===== config.mk =====
export PLATFORM = sky130hd
export DESIGN_NAME = tdc_batch_sequencer
export DESIGN_NICKNAME = d
export VERILOG_FILES = /design/src/rtl/tdc_batch_sequencer.sv
export SDC_FILE = /design/constraint.sdc
export NUM_CORES = 1
export LEC_CHECK = 0
export CORE_MARGIN = 2
export CORE_UTILIZATION = 30
export DETAILED_ROUTE_END_ITERATION = 12
export GPL_TIMING_DRIVEN = 0
export PLACE_DENSITY = 0.6
export SKIP_LAST_GASP = 1
export SLEW_MARGIN = 10
export SYNTH_ARGS = -nofsm -noshare
export SYNTH_HDL_FRONTEND = slang
export SYNTH_SLANG_ARGS = --single-unit

===== constraint.sdc =====
create_clock -name clk_launch -period 2.4 [get_ports clk_launch]
set_input_delay 0.24 -clock clk_launch [delete_from_list [all_inputs] [get_ports clk_launch]]
set_output_delay 0.24 -clock clk_launch [all_outputs]
set_load 0.05 [all_outputs]

===== src/rtl/tdc_batch_sequencer.sv =====
// tdc_batch_sequencer: runs batches of TDC measurements in the launch domain.
// Each measurement toggles the pulse generator, waits a settle window, then
// folds the Hamming-weight readout into running sum/min/max. One result
// record per batch is offered through a valid/ready handshake.
module tdc_batch_sequencer #(
  parameter int HW_W   = 7,
  parameter int CNT_W  = 8,
  parameter int SETTLE = 4,
  parameter int SUM_W  = HW_W + CNT_W
) (
  input  logic             clk_launch,
  input  logic             rst_n,
  input  logic             start,
  input  logic [CNT_W-1:0] n_samples,
  input  logic             abort,
  input  logic [HW_W-1:0]  hw_in,
  output logic             pg_out,
  output logic             busy,
  output logic             res_valid,
  input  logic             res_ready,
  output logic [SUM_W-1:0] res_sum,
  output logic [HW_W-1:0]  res_min,
  output logic [HW_W-1:0]  res_max,
  output logic [CNT_W-1:0] res_count,
  output logic             res_aborted
);

  // Timer only ever holds SETTLE-1 down to 0.
  localparam int TMR_W = (SETTLE > 1) ? $clog2(SETTLE) : 1;

  typedef enum logic [2:0] {
    S_IDLE,
    S_FIRE,
    S_WAIT,
    S_SAMPLE,
    S_DONE
  } state_t;

  state_t           state_reg;
  logic [CNT_W-1:0] n_reg;
  logic [TMR_W-1:0] timer_reg;
  logic [SUM_W-1:0] sum_reg;
  logic [HW_W-1:0]  min_reg;
  logic [HW_W-1:0]  max_reg;
  logic [CNT_W-1:0] count_reg;
  logic             pg_reg;
  logic             valid_reg;
  logic             aborted_reg;

  // Batch sequencing, accumulation and result handshake.
  always_ff @(posedge clk_launch) begin
    if (!rst_n) begin
      state_reg   <= S_IDLE;
      n_reg       <= '0;
      timer_reg   <= '0;
      sum_reg     <= '0;
      min_reg     <= '1;
      max_reg     <= '0;
      count_reg   <= '0;
      pg_reg      <= 1'b0;
      valid_reg   <= 1'b0;
      aborted_reg <= 1'b0;
    end else begin
      case (state_reg)
        S_IDLE: begin
          // start has priority over abort; abort is meaningless here.
          if (start) begin
            n_reg       <= n_samples;
            sum_reg     <= '0;
            min_reg     <= '1;
            max_reg     <= '0;
            count_reg   <= '0;
            aborted_reg <= 1'b0;
            state_reg   <= (n_samples == '0) ? S_DONE : S_FIRE;
          end
        end
        S_FIRE: begin
          if (abort) begin
            // The pending toggle is suppressed.
            aborted_reg <= 1'b1;
            state_reg   <= S_DONE;
          end else begin
            pg_reg    <= ~pg_reg;
            timer_reg <= TMR_W'(SETTLE - 1);
            state_reg <= S_WAIT;
          end
        end
        S_WAIT: begin
          if (abort) begin
            aborted_reg <= 1'b1;
            state_reg   <= S_DONE;
          end else if (timer_reg == '0) begin
            state_reg <= S_SAMPLE;
          end else begin
            timer_reg <= timer_reg - TMR_W'(1);
          end
        end
        S_SAMPLE: begin
          if (abort) begin
            // Sample taken in the abort cycle is discarded.
            aborted_reg <= 1'b1;
            state_reg   <= S_DONE;
          end else begin
            sum_reg   <= sum_reg + SUM_W'(hw_in);
            count_reg <= count_reg + CNT_W'(1);
            if (hw_in < min_reg) min_reg <= hw_in;
            if (hw_in > max_reg) max_reg <= hw_in;
            state_reg <= ((count_reg + CNT_W'(1)) == n_reg) ? S_DONE : S_FIRE;
          end
        end
        S_DONE: begin
          // Valid rises one cycle after entering DONE, drops on handshake.
          if (!valid_reg) begin
            valid_reg <= 1'b1;
          end else if (res_ready) begin
            valid_reg <= 1'b0;
            state_reg <= S_IDLE;
          end
        end
        default: state_reg <= S_IDLE;
      endcase
    end
  end

  assign pg_out      = pg_reg;
  assign busy        = (state_reg != S_IDLE);
  assign res_valid   = valid_reg;
  assign res_sum     = sum_reg;
  assign res_max     = max_reg;
  assign res_count   = count_reg;
  assign res_aborted = aborted_reg;
  // An empty batch reports 0 rather than the all-ones seed.
  assign res_min     = (count_reg == '0) ? '0 : min_reg;

endmodule


==> results_dict.tcl <==
set metrics [dict create \
    outcome "finished, final reports clean" \
    critPathSlowestCell "dlygate4sd2_1" \
    cts.clk_slew.worst_paths_ns 0.09 \
    drc 0 \
    cts_tree "yes" \
    final_util_pct 39.4 \
    synth_area_um2 3180 \
    internal_power_mw 1.36 \
    start_util_pct 30.8 \
    synth_ff_type "dfxtp_1" \
    hold_class "register to register" \
    cts_root_buffer "clkbuf_8" \
    fin_crit_sh_pct 95.7 \
    antenna_found_initial 0 \
    grt_pass1_wl_um 14000 \
    switching_share_pct 32.0 \
    core_area_um2 10300 \
    avgSynthCellArea_um2 8.40 \
    postLayoutCellArea_um2 4060 \
    fmax_ghz 0.435 \
    power_density_nw_per_um2 492 \
    async_reset_ff_share_pct 0 \
    switchingPower_mw 0.640 \
    cts_made_buffers 5 \
    overflow 0 \
    period_needed_ns 2.30 \
    area_delta_synth_final_pct 27.9 \
    grt_setup_unrepaired "no" \
    slew_violations 0 \
    clock_latency_ns 0.31 \
    pwr-share-comb_pct 24.4 \
    leakagePower_nw 1.65 \
    wl_per_cell_um 14.5 \
    ys_ff_latch 53 \
    maxSlewHeadroom_pct 64.1 \
    setup_violations 0 \
    crit_chain "inv_1, ha_1, nor4b_4, a21boi_1, dlygate4sd2_1" \
    fin_nets 489 \
    worst_setup_path_start_kind "register" \
    n_fill_cell 1063 \
    drive_gt1_share_pct 6.28 \
    die_h_um 107 \
    grtUsageTotal_pct 15.1 \
    crit_path_max_fanout 9 \
    ys_warn_count 0 \
    crit_required_ns 2.16 \
    worst_clock_skew_ns 0.0118 \
    synth_nets 422 \
    diodes 0 \
    power_mw 2.00 \
    pwr-share-seq_pct 47.6 \
    p_clk_share_pct 28.0 \
    largest_reg_flops 15 \
    gp_congestion 0.879 \
    place_area_um2 3950 \
    synth_cell_types 60 \
    vias 2995 \
    fp-row-count 37 \
    drt-vias-per-instance 5.15 \
    dp_hpwl_um 6530 \
    peakVddDrop_uv 263 \
    worstSetupEndpointType "output port" \
    final.setup.tns_ns 0 \
    htreeDepth 2 \
    numClockSinks 53 \
    first_pass_iters 4 \
    path_class "register to output port" \
    tightest_slew_ns 0.535 \
    dieArea_um2 11400 \
    seq_area_frac_synth_pct 33.4 \
    post_cts_buffers 0 \
    hold_viol 0 \
    grt_pass1_vias 2841 \
    ctsLongestPathBuffers 2 \
    syn_inst 378 \
    die-width_um 107 \
    io_buffers 60 \
    synth_top_area_share_pct 33.4 \
    slowest_delay_ns 0.55 \
    drt_iter0_drc 73 \
    postRouteAntennaNets 0 \
    drt_wl_total_um 8460 \
    synth_edf_count 0 \
    ios 61 \
    grt_max_degree 16 \
    ys_top_cells_by_area "dfxtp_1, ha_1, a21oi_1" \
    cap_violations 0 \
    arrival_ns 2.06 \
    synth_area_leader_cell "dfxtp_1" \
]
-- critical path, delay by kind of cell (launching register included) --
family                   cells  cell delay (ns)
AND/OR/NAND/NOR              1             0.16
flip-flops                   1             0.53
buffers and inverters        2             0.66
AO/OA/AOI/OAI                1             0.17
adder cells (fa/ha/maj)      1             0.22
-- layout by cell type (no fill, tap or decap), types with 6 or more instances in the layout --
cell and count:
a21o_1 11, nand3_1 13, nand2_1 34, dlygate4sd2_1 7, o32a_1 7, xnor2_1 12
nor2_1 26, dfxtp_1 53, clkdlybuf4s50_1 53, a21oi_1 39, o21ai_0 19, ha_1 23
inv_1 23, a22oi_1 6, a22o_1 6, xor2_1 6, clkbuf_8 7
-- kinds of logic after synthesis --
| kind of cell | count (synthesis) | share of synthesized area [%] |
|---|---|---|
| adders and majority gates | 24 | 9.69 |
| and+or+nand+nor | 123 | 20.6 |
| muxes | 1 | 0.315 |
| AOI/OAI and AO/OA | 120 | 25.8 |
| DFF | 53 | 33.4 |
| xor gates and xnor gates | 18 | 4.96 |
| buffers and inverters | 39 | 5.24 |
-- cell usage after synthesis, types with 3 or more instances --
cell type / instances
xor2_1: 6
nor2_1: 26
nor4b_1: 3
nand2_1: 34
a21o_1: 11
a22oi_1: 6
o21ai_0: 19
and3_1: 5
nor4_1: 4
nor3_1: 6
a22o_1: 6
xnor2_1: 12
or3_1: 5
clkbuf_1: 5
nand2b_1: 4
a211o_1: 3
ha_1: 23
nor3b_1: 3
nand3_1: 13
o32a_1: 7
a21oi_1: 40
inv_1: 23
dfxtp_1: 53
o21a_1: 5
nor2b_1: 5
o31ai_1: 3
nand4_1: 3
a211oi_1: 5
buf_2: 5
-- power by group through the flow --
stage          logic [mW]  registers (mW)  clock network [mW]
2_1_floorplan       0.300           0.995                   0
3_3_place_gp        0.477           0.972                   0
3_5_place_dp        0.487           0.972                   0
4_1_cts             0.489           0.952               0.572
5_1_grt             0.535           0.960               0.617
6_report            0.488           0.952               0.560
-- what timing repair did --
action	in CTS	in global routing
endpoints found under the hold margin	0	0
resized for setup	9	1
setup endpoints to repair	7	4
hold buffers	0	0
-- through the flow --
| step | hold WS (ns) | setup slack, ns | instances |
|---|---|---|---|
| floorplan | 0.365 | 0.0848 | 378 |
| global placement | 0.456 | -0.526 | 574 |
| detailed placement | 0.461 | -0.250 | 574 |
| CTS | 0.474 | 0.0657 | 582 |
| global route | 0.507 | 0.00607 | 582 |
| finish | 0.472 | 0.104 | 582 |
-- layout make-up --
cell class                      instances  area, um2  share of cell area (%)
Clock buffer                            7       96.3                    2.37
Clock inverter                          1       5.00                   0.123
Sequential cell                        53       1060                    26.1
Timing Repair Buffer                   60        592                    14.6
Tap cell                              136        170                    4.19
Inverter                               24       90.1                    2.22
Buffer                                 15       76.3                    1.88
Multi-Input combinational cell        286       1970                    48.5
-- worst paths after layout --
kind	from	endpoint	slack [ns]	cells after the start
max reg2reg	res_count[0]	state_reg[2]	0.13	7
min reg2reg	n_reg[5]	n_reg[5]	0.47	2
max	res_count[0]	res_min[0]	0.10	5
min	n_reg[5]	n_reg[5]	0.47	2
-- layer usage --
metal | GRT usage (%) | routed length (um) | vias up
met5 | 0 | 0 | -
met4 | 3.90 | 133 | 0
met3 | 2.98 | 445 | 16
met2 | 25.3 | 4020 | 77
met1 | 19.9 | 3860 | 1395
li1 | - | - | 1507
Power figures use the tool's default switching activity.
